## config.mk

```make
export PLATFORM = sky130hd
export DESIGN_NAME = shift_unit
export DESIGN_NICKNAME = d
export VERILOG_FILES = /design/src/rtl/shift_unit.sv
export SDC_FILE = /design/constraint.sdc
export NUM_CORES = 1
export LEC_CHECK = 0
export ABC_AREA = 1
export BUFFER_PORTS_ARGS = -buffer_cell sky130_fd_sc_hd__buf_2
export CAP_MARGIN = 10
export CORE_MARGIN = 5
export CORE_UTILIZATION = 55
export CTS_CLUSTER_DIAMETER = 150
export DETAILED_ROUTE_END_ITERATION = 12
export GPL_TIMING_DRIVEN = 0
export MAX_ROUTING_LAYER = met4
export PLACE_DENSITY = 0.94
export SLEW_MARGIN = 20
export SYNTH_ARGS = -nofsm -noshare
export SYNTH_HDL_FRONTEND = slang
export SYNTH_SLANG_ARGS = --single-unit
```

## constraint.sdc

```tcl
create_clock -name clk -period 2.3 [get_ports clk]
set_input_delay 0.46 -clock clk [delete_from_list [all_inputs] [get_ports clk]]
set_output_delay 0.46 -clock clk [all_outputs]
set_load 0.005 [all_outputs]
```

## src/rtl/shift_unit.sv

```systemverilog
// Multi-cycle A / A:Q shifter for the IAS datapath.
// Shifts one position per clock under a start/busy/done handshake.
module shift_unit #(
    parameter int unsigned WIDTH = 8,
    parameter int unsigned CNT_W = 4
) (
    input  logic             clk,
    input  logic             rst_b,
    input  logic             ld,
    input  logic [WIDTH-1:0] a_in,
    input  logic [WIDTH-1:0] q_in,
    input  logic             start,
    input  logic             dir,
    input  logic             arith,
    input  logic             pair,
    input  logic [CNT_W-1:0] amount,
    output logic [WIDTH-1:0] a_out,
    output logic [WIDTH-1:0] q_out,
    output logic             sh_out,
    output logic             busy,
    output logic             done
);

    typedef enum logic [1:0] {StIdle, StShift, StDone} state_e;

    state_e             state_q, state_d;
    logic [WIDTH-1:0]   a_q, q_q;
    logic [WIDTH-1:0]   a_sh, q_sh;
    logic               sh_q, sh_sh;
    logic [CNT_W-1:0]   cnt_q;
    logic               dir_q, arith_q, pair_q;
    logic               go;

    // ld has priority over start in IDLE.
    assign go = (state_q == StIdle) && start && !ld;

    // Next-state logic for the IDLE -> SHIFT -> DONE sequence.
    always_comb begin
        state_d = state_q;
        unique case (state_q)
            StIdle:  if (go) state_d = (amount == '0) ? StDone : StShift;
            StShift: if (cnt_q == CNT_W'(1)) state_d = StDone;
            StDone:  state_d = StIdle;
            default: state_d = StIdle;
        endcase
    end

    // One-position shift of A (or A:Q) using the latched mode.
    always_comb begin
        a_sh  = a_q;
        q_sh  = q_q;
        sh_sh = sh_q;
        if (!dir_q) begin
            a_sh  = {a_q[WIDTH-2:0], pair_q & q_q[WIDTH-1]};
            if (pair_q) q_sh = {q_q[WIDTH-2:0], 1'b0};
            sh_sh = a_q[WIDTH-1];
        end else begin
            a_sh = {arith_q & a_q[WIDTH-1], a_q[WIDTH-1:1]};
            if (pair_q) begin
                q_sh  = {a_q[0], q_q[WIDTH-1:1]};
                sh_sh = q_q[0];
            end else begin
                sh_sh = a_q[0];
            end
        end
    end

    // State register.
    always_ff @(posedge clk or negedge rst_b) begin
        if (!rst_b) state_q <= StIdle;
        else        state_q <= state_d;
    end

    // A/Q/sh_out: load in IDLE, shift in SHIFT, otherwise hold.
    always_ff @(posedge clk or negedge rst_b) begin
        if (!rst_b) begin
            a_q  <= '0;
            q_q  <= '0;
            sh_q <= 1'b0;
        end else if (state_q == StIdle && ld) begin
            a_q <= a_in;
            q_q <= q_in;
        end else if (state_q == StShift) begin
            a_q  <= a_sh;
            q_q  <= q_sh;
            sh_q <= sh_sh;
        end
    end

    // Mode latch and remaining-shift counter.
    always_ff @(posedge clk or negedge rst_b) begin
        if (!rst_b) begin
            cnt_q   <= '0;
            dir_q   <= 1'b0;
            arith_q <= 1'b0;
            pair_q  <= 1'b0;
        end else if (go) begin
            cnt_q   <= amount;
            dir_q   <= dir;
            arith_q <= arith;
            pair_q  <= pair;
        end else if (state_q == StShift) begin
            cnt_q <= cnt_q - CNT_W'(1);
        end
    end

    assign a_out  = a_q;
    assign q_out  = q_q;
    assign sh_out = sh_q;
    assign busy   = (state_q == StShift);
    assign done   = (state_q == StDone);

endmodule

```

* After elaboration in Yosys (flattened, before gate mapping)
Cells that the tools add are included.
Word-level totals: register bits after elaboration 26, latch bits 0, RAM bits 0, memory bits (read-only) 0, bits of input ports 27, logic and storage cells 45, memories 0
Operators by class: add/sub/neg operators 1, multipliers 0, divide/modulo/power cells 0, order comparisons 0, equal/unequal tests 5, shift-type cells 0, multiplexer cells 16, bitwise logic cells 3, reductions and logical operators 12
Operators by type and width (number):
- $mux W8 | 8
- $mux W4 | 2
- $mux W2 | 3
- $reduce_and A2 Y1 | 3
- $reduce_bool A2 Y1 | 3
- $eq A4 B1 Y1 const B | 1
- $logic_not A4 Y1 | 1
- $pmux W2 S2 | 1
- $sub A4 B1 Y4 const B | 1
- $logic_and A1 B1 Y1 | 3
- $and A1 B1 Y1 | 2
- $eq A2 B1 Y1 const B | 1
- $eq A2 B2 Y1 const B | 1
- $logic_not A2 Y1 | 1
- $mux W1 | 2
- $ne A2 B1 Y1 const B | 1
- $ne A2 B2 Y1 const B | 1
- $logic_not A1 Y1 | 1
- $not A1 Y1 | 1

* Depth between registers and ports, before layout
Gate-level depths: netlist of run 1.
depth after elaboration 5, mapped depth 9

* Worst setup path after synthesis of run 1
No wires, ideal clock.
path type register -> register, from reg state_q[1], to reg a_q[5], in the netlist a_out[5], setup time 0.117 ns, data arrival time 1.027 ns, slack 1.156 ns, stages on the path, launching flop included 8, cell sequence dfrtp_1 -> nor2_2 -> nand2_4 -> buf_4 -> nand2_1 -> nand2_1 -> nand2_1 -> nand2_1
Between the ends: word-level cells in the longest chain between the ends 3, elaborated cells between the ends (all ways) 5, those cells by class eq/ne: 1; mux: 1; reduce/logical: 3
Ends and longest elaborated chain:
- from (decl) | line 26 | state_e state_q, state_d;
- from (signal assigned) | line 70 | if (!rst_b) state_q <= StIdle;
- from (signal assigned) | line 71 | else state_q <= state_d;
- $logic_not A2 Y1 | line 80 | end else if (state_q == StIdle && ld) begin
- $logic_and A1 B1 Y1 | line 80
- $mux W8 / $reduce_bool A2 Y1 (equally long branches)
- to (signal assigned) | line 81 | a_q <= a_in;
- to (signal assigned) | line 84 | a_q <= a_sh;
- to (decl) | line 27 | logic [WIDTH-1:0] a_q, q_q;
Parallel ways exist; a longest one is shown, timed or not. A chain may end at the register's enable or synchronous reset.

* Worst setup path in the final report of run 1
from reg state_q[1], to out busy
Between the ends: word-level cells in the longest chain between the ends 1
Ends and longest elaborated chain:
- $eq A2 B1 Y1 | line 110 | assign busy = (state_q == StShift);
- to (decl) | line 20 | output logic busy,
Every way passes these cells.

==> metrics.md, run 1 <==
| Metric | Value |
|---|---|
| Startpoint Class | flop |
| Worst-margin pin slew | around 0.55 ns |
| Sequential fraction of the synthesis area | 0.413 |
| FF-to-FF End | q_out[1] |
| All-Layer GR Usage | 0.195 |
| Worst hold slack | between 0.1 and 0.15 ns |
| # clock sinks | 26 |
| CTS Buffer Depth | 2 |
| Max-slew violations | 0 |
| Via Count | between 1500 and 2000 |
| Total power | around 2.5 mW |
| Worst Reg-to-Reg Cells | 7 |
| Initial DRC count | approximately 100 |
| Crit path max fanout | 8 |
| Setup Buffers After CTS | 0 |
| Period utilization | 0.713 |
| Fraction of layout cells with a size suffix above 1 | 0.244 |
| WP data arrival | roughly 1.2 ns |
| Final Util | 0.680 |
| Multi-input logic area | ~810 um2 |
| Max Cap Violations | 0 |
| Final Cell Area | ~1900 um2 |
| Post-Route Skew | about 0.0024 ns |
| Final Hold Violating Endpoints | 0 |
| Syn Nets | ~270 |
| Post-Place Cells | about 310 |
| Core box area | ~2800 um2 |
| Rel. slew slack | 0.631 |
| DRC Markers | 0 |
| Area Overhead vs Synth | 19.1% |
| RSZ-0062 raised after global routing | false |
| Routed wire per std cell | around 12 um |
| Worst setup margin | approximately 0.66 ns |
| Met3 Wirelength | around 260 um |
| WL met2 | 1770 um |
| Met1 WL | 1730 um |
| Most common cell after layout, fill and taps aside | nand2_1 |
| Min-Delay Path Class | in2async |
| Distinct cell type count after synthesis | 19 |
| Dpl cell area | ~1800 um2 |
| Worst Setup Slack post-DPL | between 0.8 and 0.9 ns |
| CP endpoint kind | primary output |
| Non-filler cells, final | 318 |
| Register Area | ~650 um2 |
| Mapped Area | 1570 um2 |
| Total congestion overflow | 0 |
| CTS clk-pin slew, worst paths | around 0.14 ns |
| Antenna violations before repair | 0 |
| Power density over the cells | roughly 1300 nW/um2 |
| Worst r2r src | state_q[1] |
| Row count | 19 |
| Commonest cells after routing, fill and taps aside | nand2_1 (135), buf_2 (47), dfrtp_1 (26) |
| Port bufs | between 40 and 50 |
| Vias in the first global route | 1513 |
| Kind of critical path | reg2out |
| Die width | 63.5 um |
| Data required, critical path | between 1.5 and 2 ns |
| Placed wire-length estimate | 2890 um |
| Final TNS setup | 0 ns |
| Top Metal Used | met4 |
| Clock Latency Late Sink | between 0.3 and 0.4 ns |
| Setup Viol. Count Final | 0 |
| Via-to-Cell Ratio | 5.19 |
| # resized after CTS | 0 |
| Max Clk Rate | around 610 MHz |
| CTS buffer count | 3 |
| Top-Level Pins | 46 |
| CTS tree | done |
| First-pass GRT wire length | 6400 um |
| Largest net degree at the start of global routing | 27 |
| Fill cells | between 200 and 250 |
| Die height | about 63 um |
| # hold bufs at CTS | 0 |
| Syn avg cell area | between 6 and 7 um2 |
| Nets | about 320 |
| Post-route ant nets | 0 |
| ANT cells | 0 |
| Post-route minimum period | approximately 1.6 ns |
| Clock root buffer | clkbuf_4 |
| Leakage | 1.13 nW |
| Max H-tree Level | 1 |
| Run status | completed |
| VDD IR-drop max | ~0.85 mV |
| R2r setup slk | between 0.9 and 1 ns |
| WL final | roughly 3800 um |
| DIE AREA | a little over 4000 um2 |
| GPL Wtd Cong | between 0.9 and 1 |
| Yosys reg bits | 26 |
| Ys Warns | 0 |
| Synth Instances | 238 |
| Initial core utilization | 0.571 |
| DRT Pass-1 Iters | 5 |
final cells by class:
| type | instances | share of cell area |
|---|---|---|
| Buffer | 5 | 0.0174 |
| Timing Repair Buffer | 45 | 0.120 |
| Inverter | 21 | 0.0421 |
| Clock buffer | 4 | 0.0194 |
| Multi-Input combinational cell | 186 | 0.433 |
| Tap cell | 31 | 0.0207 |
| Sequential cell | 26 | 0.347 |
sequential cells by signal, indices dropped and copies added, names as in the netlist:
register	flops
state_q	2
sh_out	1
q_out	8
a_out	8
pair_q	1
cnt_q	4
dir_q	1
arith_q	1
cells by family after synthesis:
logic type,count (synthesis),share of synthesized area
compound gates,9,0.0294
xor+xnor,1,0.00557
fa+ha+maj,2,0.0159
buf+inv,26,0.0707
flops,26,0.413
simple gates,174,0.465
routing by layer:
metal / up-vias / track usage
met4: 0 / 0.0597
met5: - / -
met1: 740 / 0.256
met3: 14 / 0.0302
met2: 72 / 0.311
li1: 824 / -
critical path, stage by stage (launching register included):
cell,delay (ns)
dfrtp_1,0.46
nor2_4,0.24
buf_2,0.16
worst max path at each step:
stage	from	to	slack, ns	cells past startpoint
4_1_cts	state_q[1]	busy	0.66	2
5_1_grt	state_q[0]	busy	0.59	3
3_3_place_gp	ld	cnt_q[0]	0.92	7
6_report	state_q[1]	busy	0.66	2
2_1_floorplan	state_q[1]	a_out[5]	1.16	7
3_5_place_dp	ld	q_out[1]	0.90	7
power breakdown:
part / total, mW / switching (mW) / internal [mW]
logic: 1.37 / 0.854 / 0.518
registers: 0.874 / 0.206 / 0.668
clock network: 0.229 / 0.132 / 0.0968
Yosys cell counts, drive strengths merged:
master    n  share of area
or2       1         0.0040
xor2      1         0.0056
o22ai     1         0.0040
ha        2          0.016
nand2   140           0.35
nor2     10          0.037
a21oi     2         0.0064
dfrtp    26           0.41
nand3    23          0.073
inv      21          0.050
buf       5          0.021
o21ai     6          0.019
Power figures use the tool's default switching activity.
==> run 2: changes to the inputs <==
Settings changed: CORE_UTILIZATION 55 to 51, PLACE_DENSITY 0.94 to 0.89.
Clock period 2.3 ns to 1.52 ns, I/O delays scaled along.
==> metrics.md, run 2 (synthesized netlist as in run 1, its figures left out) <==
| Metric | Value |
|---|---|
| Run status | completed |
| Post-route ant nets | 0 |
| Fraction of layout cells with a size suffix above 1 | 0.246 |
| Core box area | around 3000 um2 |
| CP endpoint kind | primary output |
| GPL Wtd Cong | about 0.85 |
| Worst r2r src | state_q[0] |
| Crit path cell chain | inv_2 > nor2_4 > buf_2 |
| Leakage | 1.15 nW |
| CTS tree | done |
| Hold path cells | 3 |
| Clock root buffer | clkbuf_4 |
| Data required, critical path | between 1 and 1.5 ns |
| Via Count | 1642 |
| Crit path max fanout | 5 |
| Non-filler cells, final | approximately 320 |
| RSZ-0062 raised after global routing | false |
| Min-Delay Path Class | in2reg |
| Final Util | 0.636 |
| Port bufs | 45 |
| ANT cells | 0 |
| Kind of critical path | reg2out |
| Vias in the first global route | 1553 |
| CTS clk-pin slew, worst paths | 0.14 ns |
| Most common cell after layout, fill and taps aside | nand2_1 |
| CTS Buffer Depth | 2 |
| CP max stage cell | dfrtp_1 |
| Row count | 20 |
| Antenna violations before repair | 0 |
| Rel. slew slack | 0.623 |
| VDD IR-drop max | 0.835 mV |
| Max Clk Rate | 704 MHz |
| Power density over the cells | ~2000 nW/um2 |
| CP delay by family, top | flip-flops |
| Max H-tree Level | 1 |
| Routed wire per std cell | 12.3 um |
| Total power | 3.93 mW |
| Post-Place Cells | between 300 and 400 |
| Hold EP | dir_q |
| Clock Latency Late Sink | 0.32 ns |
| Post-route minimum period | roughly 1.4 ns |
| Post-Route Skew | 0.00760 ns |
| First-pass GRT wire length | between 6000 and 7000 um |
| DIE AREA | between 4000 and 5000 um2 |
| Worst-margin pin slew | between 0.5 and 0.6 ns |
| Period utilization | 0.934 |
| Placed wire-length estimate | 2880 um |
| Dpl cell area | around 1800 um2 |
| DRC Markers | 0 |
| Setup Viol. Count Final | 0 |
| DRT Pass-1 Iters | 4 |
| Total congestion overflow | 0 |
| Initial core utilization | 0.524 |
| Largest net degree at the start of global routing | 27 |
| Final TNS setup | 0 ns |
| Commonest cells after routing, fill and taps aside | nand2_1 (135), buf_2 (47), dfrtp_1 (26) |
| Die width | 65.6 um |
| WL final | a little under 4000 um |
| Worst hold path startpoint | dir |
| All-Layer GR Usage | 0.207 |
| Worst Reg-to-Reg Cells | 8 |
| Via-to-Cell Ratio | approximately 5.1 |
| Max Cap Violations | 0 |
| Initial DRC count | between 80 and 90 |
| Area Overhead vs Synth | 21.4% |
| Buf/Inv on CP | 2 |
| FF-to-FF End | a_out[7] |
| Final Hold Violating Endpoints | 0 |
| # clock sinks | 26 |
| Fill cells | between 200 and 300 |
| Final Cell Area | roughly 1900 um2 |
| CP max stage delay | between 0.4 and 0.5 ns |
| CTS buffer count | 3 |
| WP data arrival | approximately 1.1 ns |
| Nets | about 320 |
| R2r setup slk | 0.16 ns |
| Max-slew violations | 0 |
| WP depth | 3 |
| Die height | between 60 and 70 um |
| Startpoint Class | flop |
| Top-Level Pins | 46 |
-- run 2: cell count changes in the layout (fill, tap and decap cells not counted) --
cell / previous run / this run
buf_4: 3 / 4
bufinv_16: 0 / 1
clkbuf_8: 1 / 0
dlygate4sd3_1: 0 / 1
-- run 2: area by class of cell --
cell class | instances | area [um2] | share of cell area
Buffer | 5 | 32.5 | 0.0170
Clock buffer | 3 | 22.5 | 0.0118
Clock inverter | 1 | 30.0 | 0.0157
Inverter | 21 | 78.8 | 0.0413
Multi-Input combinational cell | 186 | 812 | 0.425
Sequential cell | 26 | 651 | 0.341
Tap cell | 33 | 41.3 | 0.0216
Timing Repair Buffer | 47 | 243 | 0.127
-- run 2: per-stage QoR --
stage	setup WS [ns]	hold slack [ns]
finish	0.101	0.182
global route	0.0452	0.191
CTS	0.0123	0.181
detailed placement	0.189	0.337
global placement	0.224	0.332
floorplan	0.376	0.00841
-- run 2: worst reg2reg max path, stage by stage (launching register included) --
cell and delay, ns:
dfrtp_1 0.42, inv_2 0.07, nor2_4 0.16, buf_4 0.17
inv_2 0.09, nand2_4 0.13, inv_2 0.10, nand2_1 0.07
nand2_1 0.05
-- run 2: what timing repair did --
action                                  in CTS  in global routing
setup buffers                                0                  1
resized for setup                            0                  0
hold buffers                                 1                  0
endpoints found under the hold margin       26                  0
endpoints found under the setup margin       0                  1
-- run 2: worst max path at each step --
stage	from	end	slack (ns)
floorplan	state_q[1]	a_out[5]	0.38
global placement	state_q[1]	a_out[0]	0.22
detailed placement	state_q[1]	a_out[0]	0.19
CTS	state_q[1]	busy	0.01
global route	state_q[0]	busy	0.05
finish	state_q[0]	busy	0.10
-- run 2: layer usage --
layer | GRT usage | routed length [um]
met1 | 0.271 | 1690
met2 | 0.326 | 1930
met3 | 0.0256 | 246
met4 | 0.0829 | 102
met5 | - | 0
-- run 2: report_power, final --
group	internal (mW)	total (mW)	switching, mW
registers	1.01	1.33	0.315
logic	0.810	2.13	1.32
clock network	0.267	0.474	0.208
total	2.09	3.93	1.84
==> run 3: changes to the inputs <==
Settings changed: CORE_MARGIN 5 to 2, CTS_CLUSTER_DIAMETER 150 to default.
==> metrics.md, run 3 (synthesized netlist as in run 1, its figures left out) <==
| Metric | Value |
|---|---|
| Worst setup margin | approximately 0.12 ns |
| Period utilization | 0.924 |
| Post-route minimum period | between 1 and 1.5 ns |
| Final TNS setup | 0 ns |
| Top-Level Pins | 46 |
| CTS tree | done |
| Fraction of layout cells with a size suffix above 1 | 0.246 |
| Initial core utilization | 0.524 |
| Placed wire-length estimate | around 2700 um |
| VDD IR-drop max | about 0.88 mV |
| Crit path max fanout | 5 |
| Via-to-Cell Ratio | about 5 |
| Data required, critical path | between 1 and 1.5 ns |
| Max H-tree Level | 1 |
| Vias in the first global route | between 1000 and 1500 |
| Die height | approximately 60 um |
| # clock sinks | 26 |
| Clock Latency Late Sink | 0.32 ns |
| Max Clk Rate | between 700 and 800 MHz |
| Total congestion overflow | 0 |
| Max Cap Violations | 0 |
| Core box area | around 3000 um2 |
| Commonest cells after routing, fill and taps aside | nand2_1 (135), buf_2 (47), dfrtp_1 (26) |
| First-pass GRT wire length | roughly 5900 um |
| Most common cell after layout, fill and taps aside | nand2_1 |
| All-Layer GR Usage | 0.225 |
| Nets | 320 |
| Largest net degree at the start of global routing | 27 |
| WP data arrival | 1.10 ns |
| Area Overhead vs Synth | 20.0% |
| DIE AREA | around 3500 um2 |
| DRC Markers | 0 |
| Row count | 20 |
| Final Hold Violating Endpoints | 0 |
| Fill cells | approximately 280 |
| Rel. slew slack | 0.618 |
| Startpoint Class | flop |
| WL final | 3700 um |
| Post-route ant nets | 0 |
| Routed wire per std cell | around 11 um |
| Die width | between 50 and 60 um |
| Worst Setup Slack post-DPL | about 0.20 ns |
| Post-Route Skew | ~0.0073 ns |
| Setup Viol. Count Final | 0 |
| Worst-margin pin slew | about 0.57 ns |
| Via Count | roughly 1600 |
| Leakage | between 1 and 1.5 nW |
| CTS clk-pin slew, worst paths | 0.13 ns |
| Run status | completed |
| CTS Buffer Depth | 2 |
| Min-Delay Path Class | in2reg |
| GPL Wtd Cong | approximately 0.83 |
| Initial DRC count | between 90 and 100 |
| Power density over the cells | a little under 2000 nW/um2 |
| CP endpoint kind | primary output |
| RSZ-0062 raised after global routing | false |
| DRT Pass-1 Iters | 4 |
| Antenna violations before repair | 0 |
| Kind of critical path | reg2out |
| CTS buffer count | 3 |
| Clock root buffer | clkbuf_4 |
| ANT cells | 0 |
| Port bufs | 45 |
| Max-slew violations | 0 |
==> run 3: cell types whose count changed in the layout (fill, tap and decap cells not counted) <==
cell / previous run / this run
buf_4: 4 / 5
bufinv_16: 1 / 0
==> run 3: worst paths after layout <==
check                                 from  endpoint  slack [ns]  depth (start not counted)
worst max-delay path            state_q[0]      busy        0.12                          3
worst min-delay path                   dir     dir_q        0.20                          3
worst max register to register  state_q[0]  a_out[6]        0.20                          8
worst min register to register     arith_q   arith_q        0.51                          2
max in group asynchronous            rst_b  a_out[3]        0.64                          2
min in group asynchronous            rst_b  q_out[2]        0.49                          2
==> run 3: final cells by class <==
| cell class | instances | area, um2 | share of cell area |
|---|---|---|---|
| Buffer | 5 | 32.5 | 0.0172 |
| Clock buffer | 3 | 22.5 | 0.0119 |
| Inverter | 21 | 78.8 | 0.0417 |
| Multi-Input combinational cell | 186 | 812 | 0.430 |
| Sequential cell | 26 | 651 | 0.345 |
| Tap cell | 33 | 41.3 | 0.0219 |
| Timing Repair Buffer | 48 | 250 | 0.133 |
==> run 3: layer usage <==
| layer | vias up | GRT usage | wire length (um) |
|---|---|---|---|
| met3 | 6 | 0.0197 | 194 |
| met5 | - | - | 0 |
| met4 | 0 | 0.0762 | 48 |
| met2 | 51 | 0.375 | 1800 |
| li1 | 832 | - | - |
| met1 | 725 | 0.288 | 1660 |
==> run 3: stage by stage <==
step / util / hold WS [ns] / cell area, um2 / power [mW] / instances
after floorplan: - / 0.00841 / 1570 / 2.75 / 238
after global placement: 0.613 / 0.335 / 1840 / 3.31 / 316
after detailed placement: 0.613 / 0.343 / 1840 / 3.40 / 316
after CTS: 0.624 / 0.206 / 1870 / 3.69 / 320
after global routing: 0.629 / 0.203 / 1890 / 4.11 / 322
final: 0.629 / 0.205 / 1890 / 3.73 / 322
==> run 3: where the power goes <==
part	switching [mW]	total, mW	leakage (nW)	internal (mW)
logic	1.29	2.12	0.798	0.829
registers	0.310	1.32	0.327	1.01
clock network	0.197	0.290	0.0138	0.0929
total	1.80	3.73	1.14	1.93
==> run 3: critical path, cell delays in order (launching register included) <==
cell	delay, ns
dfrtp_1	0.42
inv_2	0.07
nor2_4	0.16
buf_2	0.13
==> run 3: timing repair <==
action | 4_1_cts | 5_1_grt
hold buffers | 1 | 0
endpoints found under the setup margin | 0 | 1
endpoints found under the hold margin | 26 | 0
setup buffers | 0 | 2
gates resized for setup | 0 | 0
